$ cat src/rtl/seg7_pkg.sv
// Shared types and constants for the seven-segment scan driver.
// Segment encoding is {g,f,e,d,c,b,a}, active-high.
package seg7_pkg;

    // Binary-to-BCD converter states
    typedef enum logic [1:0] {
        StIdle,
        StShift,
        StDone
    } bcd_state_e;

    localparam logic [6:0] SEG_DASH  = 7'b1000000;
    localparam logic [6:0] SEG_BLANK = 7'b0000000;

    // Hex glyphs 0-9, A, b, C, d, E, F; entry 0 is the rightmost element
    localparam logic [15:0][6:0] SEG_LUT = {
        7'h71, 7'h79, 7'h5E, 7'h39, 7'h7C, 7'h77, 7'h6F, 7'h7F,
        7'h07, 7'h7D, 7'h6D, 7'h66, 7'h4F, 7'h5B, 7'h06, 7'h3F
    };

    // ceil(w * log10(2)) in fixed point; exact for the supported widths
    function automatic int unsigned bcd_digits(input int unsigned w);
        return (w * 30103 + 99999) / 100000;
    endfunction

endpackage

$ cat src/rtl/bin2bcd_seq.sv
// Sequential double-dabble binary-to-BCD converter, one bit per clock.
// start is honoured only in StIdle; done pulses for the single StDone cycle
// while bcd holds the finished result.
module bin2bcd_seq
    import seg7_pkg::*;
#(
    parameter int unsigned VAL_W   = 16,
    parameter int unsigned BCD_DIG = bcd_digits(VAL_W)
) (
    input  logic                 clk,
    input  logic                 reset,
    input  logic                 start,
    input  logic [VAL_W-1:0]     bin,
    output logic                 busy,
    output logic [4*BCD_DIG-1:0] bcd,
    output logic                 done
);

    localparam int unsigned CNT_W = $clog2(VAL_W);

    bcd_state_e                     state_q, state_d;
    logic [CNT_W-1:0]               cnt_q;
    logic [VAL_W-1:0]               bin_q;
    logic [4*BCD_DIG-1:0]           bcd_q;
    logic [4*BCD_DIG-1:0]           bcd_adj;
    logic [4*BCD_DIG+VAL_W-1:0]     shifted;
    logic                           last_iter;

    assign last_iter = (cnt_q == CNT_W'(VAL_W - 1));

    // State register
    always_ff @(posedge clk or posedge reset) begin
        if (reset) begin
            state_q <= StIdle;
        end else begin
            state_q <= state_d;
        end
    end

    // Next-state logic
    always_comb begin
        state_d = state_q;
        case (state_q)
            StIdle:  if (start) state_d = StShift;
            StShift: if (last_iter) state_d = StDone;
            StDone:  state_d = StIdle;
            default: state_d = StIdle;
        endcase
    end

    // FSM outputs
    always_comb begin
        busy = (state_q != StIdle);
        done = (state_q == StDone);
    end

    // Add-3 correction on every BCD nibble that would overflow when doubled
    always_comb begin
        bcd_adj = bcd_q;
        for (int i = 0; i < int'(BCD_DIG); i++) begin
            if (bcd_q[4*i +: 4] >= 4'd5) begin
                bcd_adj[4*i +: 4] = bcd_q[4*i +: 4] + 4'd3;
            end
        end
    end

    assign shifted = {bcd_adj, bin_q} << 1;

    // Shift datapath: capture on start, one dabble step per StShift cycle
    always_ff @(posedge clk or posedge reset) begin
        if (reset) begin
            cnt_q <= '0;
            bin_q <= '0;
            bcd_q <= '0;
        end else if (state_q == StIdle && start) begin
            cnt_q <= '0;
            bin_q <= bin;
            bcd_q <= '0;
        end else if (state_q == StShift) begin
            cnt_q <= cnt_q + CNT_W'(1);
            bin_q <= shifted[VAL_W-1:0];
            bcd_q <= shifted[4*BCD_DIG+VAL_W-1:VAL_W];
        end
    end

    assign bcd = bcd_q;

endmodule

$ cat src/rtl/seg7_scan.sv
// Multiplexed seven-segment driver: hex or decimal display of a loaded value,
// leading-zero blanking, overflow dashes, arbitrary digit count.
// Optional feature macro: SEG7_DP_EN adds the dp_mask input for decimal points.
module seg7_scan
    import seg7_pkg::*;
#(
    parameter int unsigned N_DIG = 4,
    parameter int unsigned VAL_W = 16,
    parameter int unsigned DIV_W = 14
) (
    input  logic             clk,
    input  logic             reset,
    input  logic [VAL_W-1:0] value,
    input  logic             load,
    input  logic             dec_mode,
    input  logic             blank_en,
`ifdef SEG7_DP_EN
    input  logic [N_DIG-1:0] dp_mask,
`endif
    output logic             busy,
    output logic [7:0]       leds,
    output logic [N_DIG-1:0] ct
);

    localparam int unsigned BCD_DIG = bcd_digits(VAL_W);
    localparam int unsigned EXT_DIG = (BCD_DIG > N_DIG) ? BCD_DIG : N_DIG;
    localparam int unsigned IDX_W   = (N_DIG > 1) ? $clog2(N_DIG) : 1;

    logic [DIV_W-1:0]     presc_q;
    logic [IDX_W-1:0]     idx_q;
    logic [4*N_DIG-1:0]   disp_q;
    logic                 ovf_q;
    logic [7:0]           leds_q, leds_d;
    logic [N_DIG-1:0]     ct_q, ct_d;

    logic                 conv_start, conv_busy, conv_done, hex_load;
    logic [4*BCD_DIG-1:0] conv_bcd;
    logic [4*EXT_DIG-1:0] bcd_ext;
    logic [4*N_DIG-1:0]   hex_val, dec_val;
    logic                 dec_ovf;
    logic [4*N_DIG-1:0]   cur;
    logic                 dp_bit;

    assign busy       = conv_busy;
    assign hex_load   = load & ~dec_mode & ~conv_busy;
    assign conv_start = load &  dec_mode & ~conv_busy;

    bin2bcd_seq #(
        .VAL_W   (VAL_W),
        .BCD_DIG (BCD_DIG)
    ) u_bin2bcd (
        .clk   (clk),
        .reset (reset),
        .start (conv_start),
        .bin   (value),
        .busy  (conv_busy),
        .bcd   (conv_bcd),
        .done  (conv_done)
    );

    // Fit the raw value and the BCD result to the display width
    if (VAL_W >= 4 * N_DIG) begin : g_hex_trunc
        assign hex_val = value[4*N_DIG-1:0];
    end else begin : g_hex_pad
        assign hex_val = {{(4*N_DIG-VAL_W){1'b0}}, value};
    end

    if (BCD_DIG >= N_DIG) begin : g_bcd_full
        assign bcd_ext = conv_bcd;
    end else begin : g_bcd_pad
        assign bcd_ext = {{(4*(N_DIG-BCD_DIG)){1'b0}}, conv_bcd};
    end

    assign dec_val = bcd_ext[4*N_DIG-1:0];
    assign dec_ovf = |(bcd_ext >> (4 * N_DIG));

    // Display register, written whole so a partial result is never visible
    always_ff @(posedge clk or posedge reset) begin
        if (reset) begin
            disp_q <= '0;
            ovf_q  <= 1'b0;
        end else if (conv_done) begin
            disp_q <= dec_val;
            ovf_q  <= dec_ovf;
        end else if (hex_load) begin
            disp_q <= hex_val;
            ovf_q  <= 1'b0;
        end
    end

    // Free-running prescaler; the digit index advances on each wrap
    always_ff @(posedge clk or posedge reset) begin
        if (reset) begin
            presc_q <= '0;
            idx_q   <= '0;
        end else begin
            presc_q <= presc_q + DIV_W'(1);
            if (presc_q == '1) begin
                idx_q <= (idx_q == IDX_W'(N_DIG - 1)) ? '0 : idx_q + IDX_W'(1);
            end
        end
    end

`ifdef SEG7_DP_EN
    assign dp_bit = dp_mask[idx_q];
`else
    assign dp_bit = 1'b0;
`endif

    // Segment/cathode next values for the active digit
    always_comb begin
        // Active digit in the low nibble; zero means it and all higher digits are 0
        cur  = disp_q >> {idx_q, 2'b00};
        ct_d = ~(N_DIG'(1) << idx_q);
        if (ovf_q) begin
            leds_d = {1'b0, SEG_DASH};
        end else if (blank_en && (idx_q != '0) && (cur == '0)) begin
            leds_d = {dp_bit, SEG_BLANK};
        end else begin
            leds_d = {dp_bit, SEG_LUT[cur[3:0]]};
        end
    end

    // Register segments and cathodes together so they switch on the same edge
    always_ff @(posedge clk or posedge reset) begin
        if (reset) begin
            leds_q <= '0;
            ct_q   <= '1;
        end else begin
            leds_q <= leds_d;
            ct_q   <= ct_d;
        end
    end

    assign leds = leds_q;
    assign ct   = ct_q;

endmodule
$ cat config.mk
export PLATFORM = sky130hd
export DESIGN_NAME = seg7_scan
export DESIGN_NICKNAME = d
export VERILOG_FILES = /design/src/rtl/seg7_pkg.sv /design/src/rtl/bin2bcd_seq.sv /design/src/rtl/seg7_scan.sv
export SDC_FILE = /design/constraint.sdc
export NUM_CORES = 1
export LEC_CHECK = 0
export ABC_AREA = 1
export CAP_MARGIN = 40
export CELL_PAD_IN_SITES_DETAIL_PLACEMENT = 0
export CELL_PAD_IN_SITES_GLOBAL_PLACEMENT = 2
export CORE_MARGIN = 5
export CORE_UTILIZATION = 35
export CTS_BUF_LIST = sky130_fd_sc_hd__clkbuf_16
export DETAILED_ROUTE_END_ITERATION = 12
export GPL_TIMING_DRIVEN = 0
export HOLD_SLACK_MARGIN = 0.05
export PLACE_DENSITY = 0.75
export SYNTH_ARGS = -nofsm -noshare
export SYNTH_HDL_FRONTEND = slang
export SYNTH_SLANG_ARGS = --single-unit
$ cat constraint.sdc
create_clock -name clk -period 6.5 [get_ports clk]
set_clock_uncertainty 0.2 [all_clocks]
set_input_delay 1.3 -clock clk [delete_from_list [all_inputs] [get_ports clk]]
set_output_delay 1.3 -clock clk [all_outputs]
set_load 0.02 [all_outputs]
==> reports/results.ini, run 1 <==
[status]
run_status=complete, no violations

[synth]
ys_types=38
syn_inst=531
synth_top_area_share_pct=46.3
dominantRegCellSynth=sky130_fd_sc_hd__dfrtp_1
async_reset_ff_share_pct=100
number_of_synthesized_register_bits=86
synth_warnings=0
post-synth-top-area-cell=sky130_fd_sc_hd__dfrtp_1
netlist_top_cells_area=sky130_fd_sc_hd__dfrtp_1, sky130_fd_sc_hd__nand2_1, sky130_fd_sc_hd__ha_1
synth_fp_nets=574
synth_area_um2=4430
synth_sequential_area_ratio_pct=48.7
synth-edff-count=0
synth.avg_cell_area_um2=8.35

[drt]
detailedRoute.firstPassIterationCount=4
number_of_design_rule_violations_left_after_detail_routing=0
vias_per_cell=4.74
route.final.wire_length_mm=10.9
initialDrtViolationCount=165
total_number_of_vias=3563
antenna_violating_nets_post_route=0
drt-wirelength-per-cell_um=14.5

[critical_path]
critical_path.top_delay_family=buffers and inverters
cp.arrival_ns=1.50
critPathRequiredTime_ns=5.00
cp_cell_sequence=nor2_1, inv_1, clkdlybuf4s50_1
crit_buf_inv=2
setup.worst_path.class=flip-flop to primary output
critPathMaxFanout=3
crit_path_end_kind=primary output
worst_path_largest_cell_delay_ns=0.53
critical_path.startpoint_type=flip-flop
cp_slowest_cell=sky130_fd_sc_hd__clkdlybuf4s50_1

[clock_tree]
clock_tree_from_tritoncts=done
post_cts.repair.setup_buffers=0
clkTransAtPathRegs_ns=0.06
cts-buffers-inserted=9
insertion_delay_ns=0.35
htreeDepth=3
root_buffer=sky130_fd_sc_hd__clkbuf_16
postCtsHoldBufs=0
cts.sinks=86
post_cts_resize_count=0
ctsLongestPathBuffers=2

[sta]
final_hold_viol_count=0
layout_worst_path_cycle_share_pct=46.2
final_max_slew_viol_count=0
max_freq_ghz=0.333
worst-slew-pin-transition_ns=0.585
setup_violations=0
finalCriticalPeriod_ns=3.00
rsz0062_at_grt=no
setup_total_negative_slack_ns=0
slew_headroom_pct=61.0

[floorplan]
starting_utilization_of_the_core_area_pct=35.4
die_width_um=123
die-area_um2=15000
die_h_um=123
num_rows=41
pin_count=34
area_of_the_placeable_core_um2=12500

[cells_and_area]
fillerInstances=1305
final_nets=618
layout-drive-gt1-share_pct=9.83
area_delta_synth_final_pct=19.8
final_cell_utilization_of_the_core_pct=42.4
antenna-diode-count=0

[placed_design]
port_buffers=32
gp_congestion=0.822
detailed_place_hpwl_mm=8.09

[worst_hold_path]
worst_hold_path_type=flip-flop to flip-flop

[global_route]
global_route_wire_length_before_repair_mm=18.2
grt_remaining_overflow=0
track_usage_pct=15.9
grt_max_degree=45
antenna_found_initial=0
grt_pass1_vias=3560

[pwr]
total_leakage_power_uw=0.00250
vdd.ir_drop.worst_mv=0.222
total_power_density_per_cell_area_nw_per_um2=439

[flow_run]
cap_viol_max_count=0

==> state kept, by name (all words and copies together) (netlist names), 2 cells and up <==
register           cells
presc_q               14
u_bin2bcd.bcd         20
disp_q                16
u_bin2bcd.cnt_q        4
u_bin2bcd.bin_q       16
u_bin2bcd.state_q      2
ct                     4
idx_q                  2
leds                   7
==> logic make-up after synthesis <==
| kind of cell | synth area share (%) |
|---|---|
| compound gates | 11.9 |
| xor+xnor | 3.36 |
| fa+ha+maj | 6.21 |
| buf+inv | 6.69 |
| flops | 48.7 |
| other cells | 0.0846 |
| simple gates | 23.1 |
==> layer usage <==
layer | GRT usage [%] | share of wire (%) | up-vias
li1 | - | - | 1816
met1 | 22.4 | 50 | 1677
met2 | 23.8 | 45 | 54
met3 | 2.72 | 3.2 | 16
met4 | 7.14 | 2.5 | 0
met5 | 0 | 0 | -
==> worst paths after layout <==
check                                                    to  slack (ns)                              from  cells past startpoint
hold / removal                        presc_q[13]$_DFF_PP0_        0.27             presc_q[13]$_DFF_PP0_                      1
setup / recovery                                       busy        3.50  u_bin2bcd.state_q[1]$_DFFE_PP0P_                      3
hold reg to reg                       presc_q[13]$_DFF_PP0_        0.27             presc_q[13]$_DFF_PP0_                      1
max in group asynchronous  u_bin2bcd.state_q[0]$_DFFE_PP0P_        4.31                             reset                      3
min in group asynchronous              idx_q[0]$_DFFE_PP0N_        1.16                             reset                      2
setup reg to reg                          leds[1]$_DFF_PP0_        4.26              idx_q[0]$_DFFE_PP0N_                     13
==> where the power goes <==
group / total (uW) / switching (uW) / internal, uW
clock: 555 / 221 / 334
sequential: 855 / 128 / 727
combinational: 921 / 564 / 357
==> per-stage QoR <==
| step | instance area, um^2 | setup slack (ns) | total power (uW) | hold slack (ns) | std cells |
|---|---|---|---|---|---|
| 6_report | 5310 | 3.50 | 2330 | 0.268 | 752 |
| 5_1_grt | 5310 | 3.41 | 2540 | 0.297 | 752 |
| 4_1_cts | 5310 | 3.46 | 2360 | 0.271 | 752 |
| 3_5_place_dp | 5000 | 3.54 | 1790 | 0.256 | 736 |
| 3_3_place_gp | 4970 | 1.22 | 1780 | 0.240 | 735 |
| 2_1_floorplan | 4430 | 2.78 | 1510 | 0.223 | 531 |
==> layout make-up <==
cell class                 count  area, um^2  area share [%]
inverter                      56         213            4.00
tap                          172         215            4.05
buffer                        16        86.3            1.63
timing repair buffer          33         348            6.55
clock buffer                   9         225            4.24
clock inverter                 7        88.8            1.67
sequential                    86        2160            40.6
multi-input combinational    373        1980            37.3
==> synth_stat cells (6+ instances only) <==
cell type                  count
sky130_fd_sc_hd__a21oi_1      13
sky130_fd_sc_hd__a31oi_1      10
sky130_fd_sc_hd__buf_2         8
sky130_fd_sc_hd__dfrtp_1      82
sky130_fd_sc_hd__ha_1         22
sky130_fd_sc_hd__inv_1        47
sky130_fd_sc_hd__inv_2         9
sky130_fd_sc_hd__nand2_1     146
sky130_fd_sc_hd__nand3_1      36
sky130_fd_sc_hd__nor2_1       42
sky130_fd_sc_hd__o211ai_1      9
sky130_fd_sc_hd__o21ai_0      34
sky130_fd_sc_hd__o21ai_1       9
sky130_fd_sc_hd__o22ai_1       6
sky130_fd_sc_hd__xnor2_1       6
sky130_fd_sc_hd__xor2_1       11
==> cells in the final DEF, fill, tap and decap left out, types with 4 or more instances in the layout <==
| cell | n |
|---|---|
| sky130_fd_sc_hd__dfstp_2 | 4 |
| sky130_fd_sc_hd__xnor2_1 | 6 |
| sky130_fd_sc_hd__ha_1 | 22 |
| sky130_fd_sc_hd__a21oi_1 | 13 |
| sky130_fd_sc_hd__xor2_1 | 11 |
| sky130_fd_sc_hd__o21ai_1 | 9 |
| sky130_fd_sc_hd__or2_2 | 4 |
| sky130_fd_sc_hd__inv_2 | 9 |
| sky130_fd_sc_hd__nand3_1 | 36 |
| sky130_fd_sc_hd__inv_1 | 46 |
| sky130_fd_sc_hd__nand4_1 | 4 |
| sky130_fd_sc_hd__o211ai_1 | 9 |
| sky130_fd_sc_hd__clkdlybuf4s50_1 | 32 |
| sky130_fd_sc_hd__o22ai_1 | 6 |
| sky130_fd_sc_hd__nor2_1 | 42 |
| sky130_fd_sc_hd__nand2_1 | 146 |
| sky130_fd_sc_hd__a31oi_1 | 10 |
| sky130_fd_sc_hd__clkbuf_16 | 9 |
| sky130_fd_sc_hd__o21ai_0 | 34 |
| sky130_fd_sc_hd__dfrtp_1 | 82 |
| sky130_fd_sc_hd__buf_2 | 8 |
Power figures use the tool's default switching activity.
==> run 2: changes to the inputs <==
==> constraint.sdc (replaced) <==
create_clock -name clk -period 3 [get_ports clk]
set_clock_uncertainty 0.2 [all_clocks]
set_input_delay 0.6 -clock clk [delete_from_list [all_inputs] [get_ports clk]]
set_output_delay 0.6 -clock clk [all_outputs]
set_load 0.02 [all_outputs]
==> run 2 against run 1 <==
Against the previous run: register-to-register slack worse by 3.5 ns; sequential power up 120%; critical path depth is the same; setup slack worse by 2.8 ns; combinational power is 120% higher; via count is 0.14% higher; final cell count increased by 0.13%.
==> reports/results.ini, run 2 (same netlist as run 1, synthesis figures left out) <==
[flow_run]
cap_viol_max_count=0  ; unchanged

[drt]
antenna_violating_nets_post_route=0  ; unchanged
number_of_design_rule_violations_left_after_detail_routing=0  ; unchanged
drt-wirelength-per-cell_um=14.5  ; +0.37%
route.final.wire_length_mm=10.9  ; +0.51%
vias_per_cell=4.74  ; about the same
total_number_of_vias=3568  ; +0.14%
detailedRoute.firstPassIterationCount=4  ; unchanged
initialDrtViolationCount=173  ; +4.8%

[global_route]
global_route.usage.met1_pct=22.2  ; -0.28 points
grt_max_degree=34  ; -24%
grt_use_met2_pct=24.2  ; +0.38 points
track_usage_pct=15.8  ; -0.049 points
global_route_wire_length_before_repair_mm=18.0  ; -1.1%
grt_pass1_vias=3514  ; -1.3%
grt_remaining_overflow=0  ; unchanged
gr-max-usage-layer=met2
met3_usage_in_global_routing_pct=2.86  ; +0.14 points
antenna_found_initial=0  ; unchanged

[clock_tree]
cts.sinks=86  ; unchanged
insertion_delay_ns=0.35  ; about the same
htreeDepth=3  ; unchanged
clock_tree_from_tritoncts=done
postCtsHoldBufs=0  ; unchanged
post_cts.repair.setup_buffers=0  ; unchanged
clkTransAtPathRegs_ns=0.06  ; about the same
root_buffer=sky130_fd_sc_hd__clkbuf_16
ctsLongestPathBuffers=2  ; unchanged
cts-buffers-inserted=9  ; unchanged
post_cts_resize_count=0  ; unchanged

[worst_hold_path]
hold_path.startpoint=presc_q[0]$_DFF_PP0_
worst_hold_path_type=flip-flop to flip-flop

[sta]
finalCriticalPeriod_ns=2.31
final_max_slew_viol_count=0  ; unchanged
layout_worst_path_cycle_share_pct=77.0
setup_violations=0  ; unchanged
finalHoldWorstSlack_ns=0.249  ; -0.0190 ns
slew_headroom_pct=61.1  ; about the same
rsz0062_at_grt=no
setup_total_negative_slack_ns=0  ; unchanged
max_freq_ghz=0.433
final_hold_viol_count=0  ; unchanged
worst-slew-pin-transition_ns=0.583  ; -0.00152 ns

[floorplan]
die-area_um2=15000  ; unchanged
num_rows=41  ; unchanged
starting_utilization_of_the_core_area_pct=35.4  ; unchanged
pin_count=34  ; unchanged
area_of_the_placeable_core_um2=12500  ; unchanged
die_width_um=123  ; unchanged
die_h_um=123  ; unchanged

[cells_and_area]
final_cell_count_no_fill=753  ; +0.13%
antenna-diode-count=0  ; unchanged
postLayoutCellArea_um2=5270  ; -0.78%
area_delta_synth_final_pct=18.9
layout_common_cells=sky130_fd_sc_hd__nand2_1, sky130_fd_sc_hd__dfrtp_1, sky130_fd_sc_hd__inv_1
final_common_cell=sky130_fd_sc_hd__nand2_1
largest_register_ff_count=20  ; unchanged
final_nets=619  ; +0.16%
layout-drive-gt1-share_pct=9.47  ; -0.36 points
fillerInstances=1322  ; +1.3%

[placed_design]
detailed_place_hpwl_mm=8.32  ; +2.8%
dp_cells=737  ; +0.14%
postPlaceCellArea_um2=5010  ; +0.28%
port_buffers=32  ; unchanged
gp_congestion=0.813  ; -1.1%

[critical_path]
crit_path_start=u_bin2bcd.state_q[1]$_DFFE_PP0P_
cp.arrival_ns=1.51  ; about the same
setup.worst_path.class=flip-flop to primary output
critPathMaxFanout=3  ; unchanged
critPathRequiredTime_ns=2.20  ; -2.80 ns
r2r_start=idx_q[0]$_DFFE_PP0N_
crit_path_end_kind=primary output
critical_path.startpoint_type=flip-flop

[pwr]
intPower_uw=2900  ; +100%
sequentialPowerShare_pct=37.9  ; +1.2 points
p_sw_share_pct=40.6  ; +1.4 points
combPwrFrac_pct=41.2  ; +1.7 points
p_switching_uw=1980  ; +120%
vdd.ir_drop.worst_mv=0.446  ; +100%
total_leakage_power_uw=0.00248  ; -0.42%
total_power_density_per_cell_area_nw_per_um2=927  ; +110%
p_clk_share_pct=20.9  ; -2.9 points

[status]
run_status=complete, no violations

==> run 2: cell count changes in the layout (fill, tap and decap cells not counted), sizes merged <==
cell,change
bufinv,-2
clkinv,+2
buf,+1
clkinvlp,-1
inv,+1
==> run 2: worst max-delay path: stages, from the launching register on <==
cell                              delay, ns
sky130_fd_sc_hd__dfrtp_1               0.41
sky130_fd_sc_hd__nor2_1                0.16
sky130_fd_sc_hd__inv_1                 0.05
sky130_fd_sc_hd__clkdlybuf4s50_1       0.53
==> run 2: power by group through the flow <==
stage / clock network [uW] / registers [uW] / logic [uW]
floorplan: 0 / 1840 / 1440
global placement: 0 / 1860 / 2000
detailed placement: 0 / 1880 / 2040
CTS: 1050 / 1860 / 2050
global route: 1100 / 1910 / 2330
finish: 1020 / 1850 / 2010
==> run 2: per-layer routing <==
metal  routed length (um)  up-vias  part of all wire (%)
li1                     -     1823                     -
met1                 5390     1703                    49
met2                 5080       29                    46
met3                  252       13                   2.3
met4                  201        0                   1.8
met5                    0        -                     0
==> run 2: layout make-up <==
class	count	area [um^2]	area share, %
plain buffers	16	86.3	1.64
clock buffers	9	225	4.27
clock inverters	7	33.8	0.641
inverters	56	214	4.06
multi-input cells	373	1980	37.6
flip-flops and latches	86	2160	40.9
well taps	172	215	4.08
repair buffers	34	360	6.84
==> run 2: worst paths after layout <==
kind,cells past startpoint,endpoint,slack [ns]
max,3,busy,0.69
min,1,presc_q[0]$_DFF_PP0_,0.25
max reg2reg,13,leds[1]$_DFF_PP0_,0.78
min reg2reg,1,presc_q[0]$_DFF_PP0_,0.25
max in group asynchronous,4,presc_q[7]$_DFF_PP0_,1.34
min in group asynchronous,2,u_bin2bcd.bin_q[5]$_DFFE_PP0P_,0.46
==> run 2: through the flow <==
| stage | worst slack, ns | util (%) | power, uW |
|---|---|---|---|
| after floorplan | 1.07 | - | 3280 |
| after global placement | 0.157 | 39.7 | 3860 |
| after detailed placement | 0.730 | 40.0 | 3910 |
| after CTS | 0.664 | 42.1 | 4950 |
| after global routing | 0.521 | 42.1 | 5340 |
| final | 0.690 | 42.1 | 4880 |
==> run 3: changes to the inputs <==
--- a/config.mk
+++ b/config.mk
@@ -10,12 +10,12 @@
 export CELL_PAD_IN_SITES_DETAIL_PLACEMENT = 0
 export CELL_PAD_IN_SITES_GLOBAL_PLACEMENT = 2
 export CORE_MARGIN = 5
-export CORE_UTILIZATION = 35
+export CORE_UTILIZATION = 32
 export CTS_BUF_LIST = sky130_fd_sc_hd__clkbuf_16
 export DETAILED_ROUTE_END_ITERATION = 12
 export GPL_TIMING_DRIVEN = 0
 export HOLD_SLACK_MARGIN = 0.05
-export PLACE_DENSITY = 0.75
+export PLACE_DENSITY = 0.73
 export SYNTH_ARGS = -nofsm -noshare
 export SYNTH_HDL_FRONTEND = slang
 export SYNTH_SLANG_ARGS = --single-unit
==> constraint.sdc (replaced) <==
create_clock -name clk -period 2.05 [get_ports clk]
set_clock_uncertainty 0.2 [all_clocks]
set_input_delay 0.41 -clock clk [delete_from_list [all_inputs] [get_ports clk]]
set_output_delay 0.41 -clock clk [all_outputs]
set_load 0.02 [all_outputs]
==> run 3 against run 2 <==
Against the previous run: flip-flop and latch count unchanged; core utilization down 2.3 points; wire length up 1.1%; count of clock-buffer cells in the layout unchanged; power up 49%; sequential power up 47%.
==> reports/results.ini, run 3 (same netlist as run 1, synthesis figures left out) <==
[pwr]
vdd.ir_drop.worst_mv=0.582  ; +30%
design_power_total_uw=7280  ; +49%
total_power_density_per_cell_area_nw_per_um2=1330  ; +44%
total_leakage_power_uw=0.00254  ; +2.3%

[clock_tree]
insertion_delay_ns=0.34  ; about the same
clock_tree_from_tritoncts=done
cts-buffers-inserted=9  ; unchanged
root_buffer=sky130_fd_sc_hd__clkbuf_16
clkTransAtPathRegs_ns=0.06  ; about the same
postCtsHoldBufs=0  ; unchanged
ctsLongestPathBuffers=2  ; unchanged
htreeDepth=3  ; unchanged
cts.sinks=86  ; unchanged

[sta]
setup_violations=0  ; unchanged
final_max_slew_viol_count=0  ; unchanged
rsz0062_at_grt=yes
final_hold_viol_count=0  ; unchanged
slew_headroom_pct=50.7  ; -10 points
max_freq_ghz=0.507
finalCriticalPeriod_ns=1.97
fin_ws_ns=0.0782  ; -0.611 ns
worst-slew-pin-transition_ns=0.737  ; +0.154 ns
layout_worst_path_cycle_share_pct=96.2

[drt]
initialDrtViolationCount=147  ; -15%
route.final.wire_length_mm=11.0  ; +1.1%
drt-wirelength-per-cell_um=14.4  ; -1.0%
number_of_design_rule_violations_left_after_detail_routing=0  ; unchanged
total_number_of_vias=3558  ; -0.28%
detailedRoute.firstPassIterationCount=4  ; unchanged
vias_per_cell=4.63  ; -2.4%
antenna_violating_nets_post_route=0  ; unchanged

[placed_design]
gp_congestion=0.749  ; -7.9%
port_buffers=32  ; unchanged
detailed_place_hpwl_mm=8.28  ; -0.40%
postPlaceCellArea_um2=5020  ; +0.20%
preCtsSetupSlack_ns=-0.207  ; -0.937 ns

[floorplan]
die_h_um=128  ; +4.2%
num_rows=43  ; +4.9%
area_of_the_placeable_core_um2=13700  ; +9.6%
die_width_um=128  ; +4.2%
starting_utilization_of_the_core_area_pct=32.3  ; -3.1 points
pin_count=34  ; unchanged
die-area_um2=16300  ; +8.6%

[status]
run_status=complete, no violations

[cells_and_area]
layout_common_cells=sky130_fd_sc_hd__nand2_1, sky130_fd_sc_hd__dfrtp_1, sky130_fd_sc_hd__inv_1
final_common_cell=sky130_fd_sc_hd__nand2_1
antenna-diode-count=0  ; unchanged
final_nets=627  ; +1.3%
layout-drive-gt1-share_pct=13.6  ; +4.1 points
postLayoutCellArea_um2=5470  ; +3.7%
final_cell_utilization_of_the_core_pct=39.9  ; -2.3 points
largest_register_ff_count=20  ; unchanged
area_delta_synth_final_pct=23.3

[global_route]
grt_remaining_overflow=0  ; unchanged
global_route_wire_length_before_repair_mm=18.2  ; +0.69%
track_usage_pct=14.2  ; -1.6 points
grt_pass1_vias=3446  ; -1.9%
grt_max_degree=32  ; -5.9%
antenna_found_initial=0  ; unchanged

[critical_path]
critPathMaxFanout=6  ; +3
critical_path.most_common_cell=sky130_fd_sc_hd__nand2_4
setup.worst_path.class=flip-flop to flip-flop
critPathRequiredTime_ns=2.09  ; -0.11 ns
critical_path.startpoint_type=flip-flop
crit_path_end_kind=flip-flop
worst_path_largest_cell_delay_ns=0.40  ; -0.13 ns
cp.arrival_ns=2.01  ; +0.50 ns
cp_slowest_cell=sky130_fd_sc_hd__dfrtp_1
cp_cell_sequence=inv_2, buf_8, nand2_4, nand2_4, o21ai_4, ha_2, nand2_1, nor2_1, nand2_1, nor2_1, nand2_2, nand2_4, nor2_2

[worst_hold_path]
worst_hold_path_type=flip-flop to flip-flop

[flow_run]
cap_viol_max_count=0  ; unchanged

-- run 3: routing by layer --
layer	global-route usage, %	vias to the layer above	wire, um
met5	0	-	0
met2	20.9	40	5040
met1	20.8	1674	5510
met4	5.99	0	176
met3	2.25	11	307
li1	-	1833	-
-- run 3: final timing paths --
path                                          to  slack [ns]  cells past startpoint                  from
max in group asynchronous   presc_q[4]$_DFF_PP0_        0.72                      3                 reset
max reg2reg                    leds[1]$_DFF_PP0_        0.08                     13  idx_q[0]$_DFFE_PP0N_
max                            leds[1]$_DFF_PP0_        0.08                     13  idx_q[0]$_DFFE_PP0N_
min in group asynchronous  disp_q[6]$_DFFE_PP0P_        0.34                      2                 reset
min reg2reg                 presc_q[0]$_DFF_PP0_        0.26                      1  presc_q[0]$_DFF_PP0_
min                         presc_q[0]$_DFF_PP0_        0.26                      1  presc_q[0]$_DFF_PP0_
-- run 3: cell type report --
cell class / instances / area, um^2
fillers: 1403 / 8250
flip-flops and latches: 86 / 2160
multi-input cells: 373 / 2080
repair buffers: 42 / 429
clock buffers: 9 / 225
well taps: 180 / 225
inverters: 56 / 221
plain buffers: 16 / 93.8
clock inverters: 7 / 32.5
-- run 3: critical path: cells and delay by family, from the launching register on --
family          cells  cell delay, ns
fa+ha+maj           1            0.19
simple gates        9            0.73
compound gates      1            0.14
flops               1            0.40
buf+inv             2            0.20
-- run 3: power by group --
| part | switching, uW | internal (uW) |
|---|---|---|
| registers | 411 | 2310 |
| clock network | 670 | 800 |
| logic | 1880 | 1220 |
| total | 2960 | 4320 |
-- run 3: per-stage QoR --
step / cells / setup TNS, ns / hold slack [ns]
floorplan: 531 / 0 / 0.223
CTS: 763 / 0 / 0.268
finish: 769 / 0 / 0.256
global route: 769 / -0.278 / 0.286
global placement: 743 / -54.68 / 0.238
detailed placement: 745 / -1.42 / 0.259
-- run 3: what timing repair did --
action / in CTS / in global routing
setup endpoints to repair: 12 / 7
buffers inserted: 2 / 5
pin swaps: 1 / 8
gates resized for setup: 10 / 25
cloned: 0 / 1
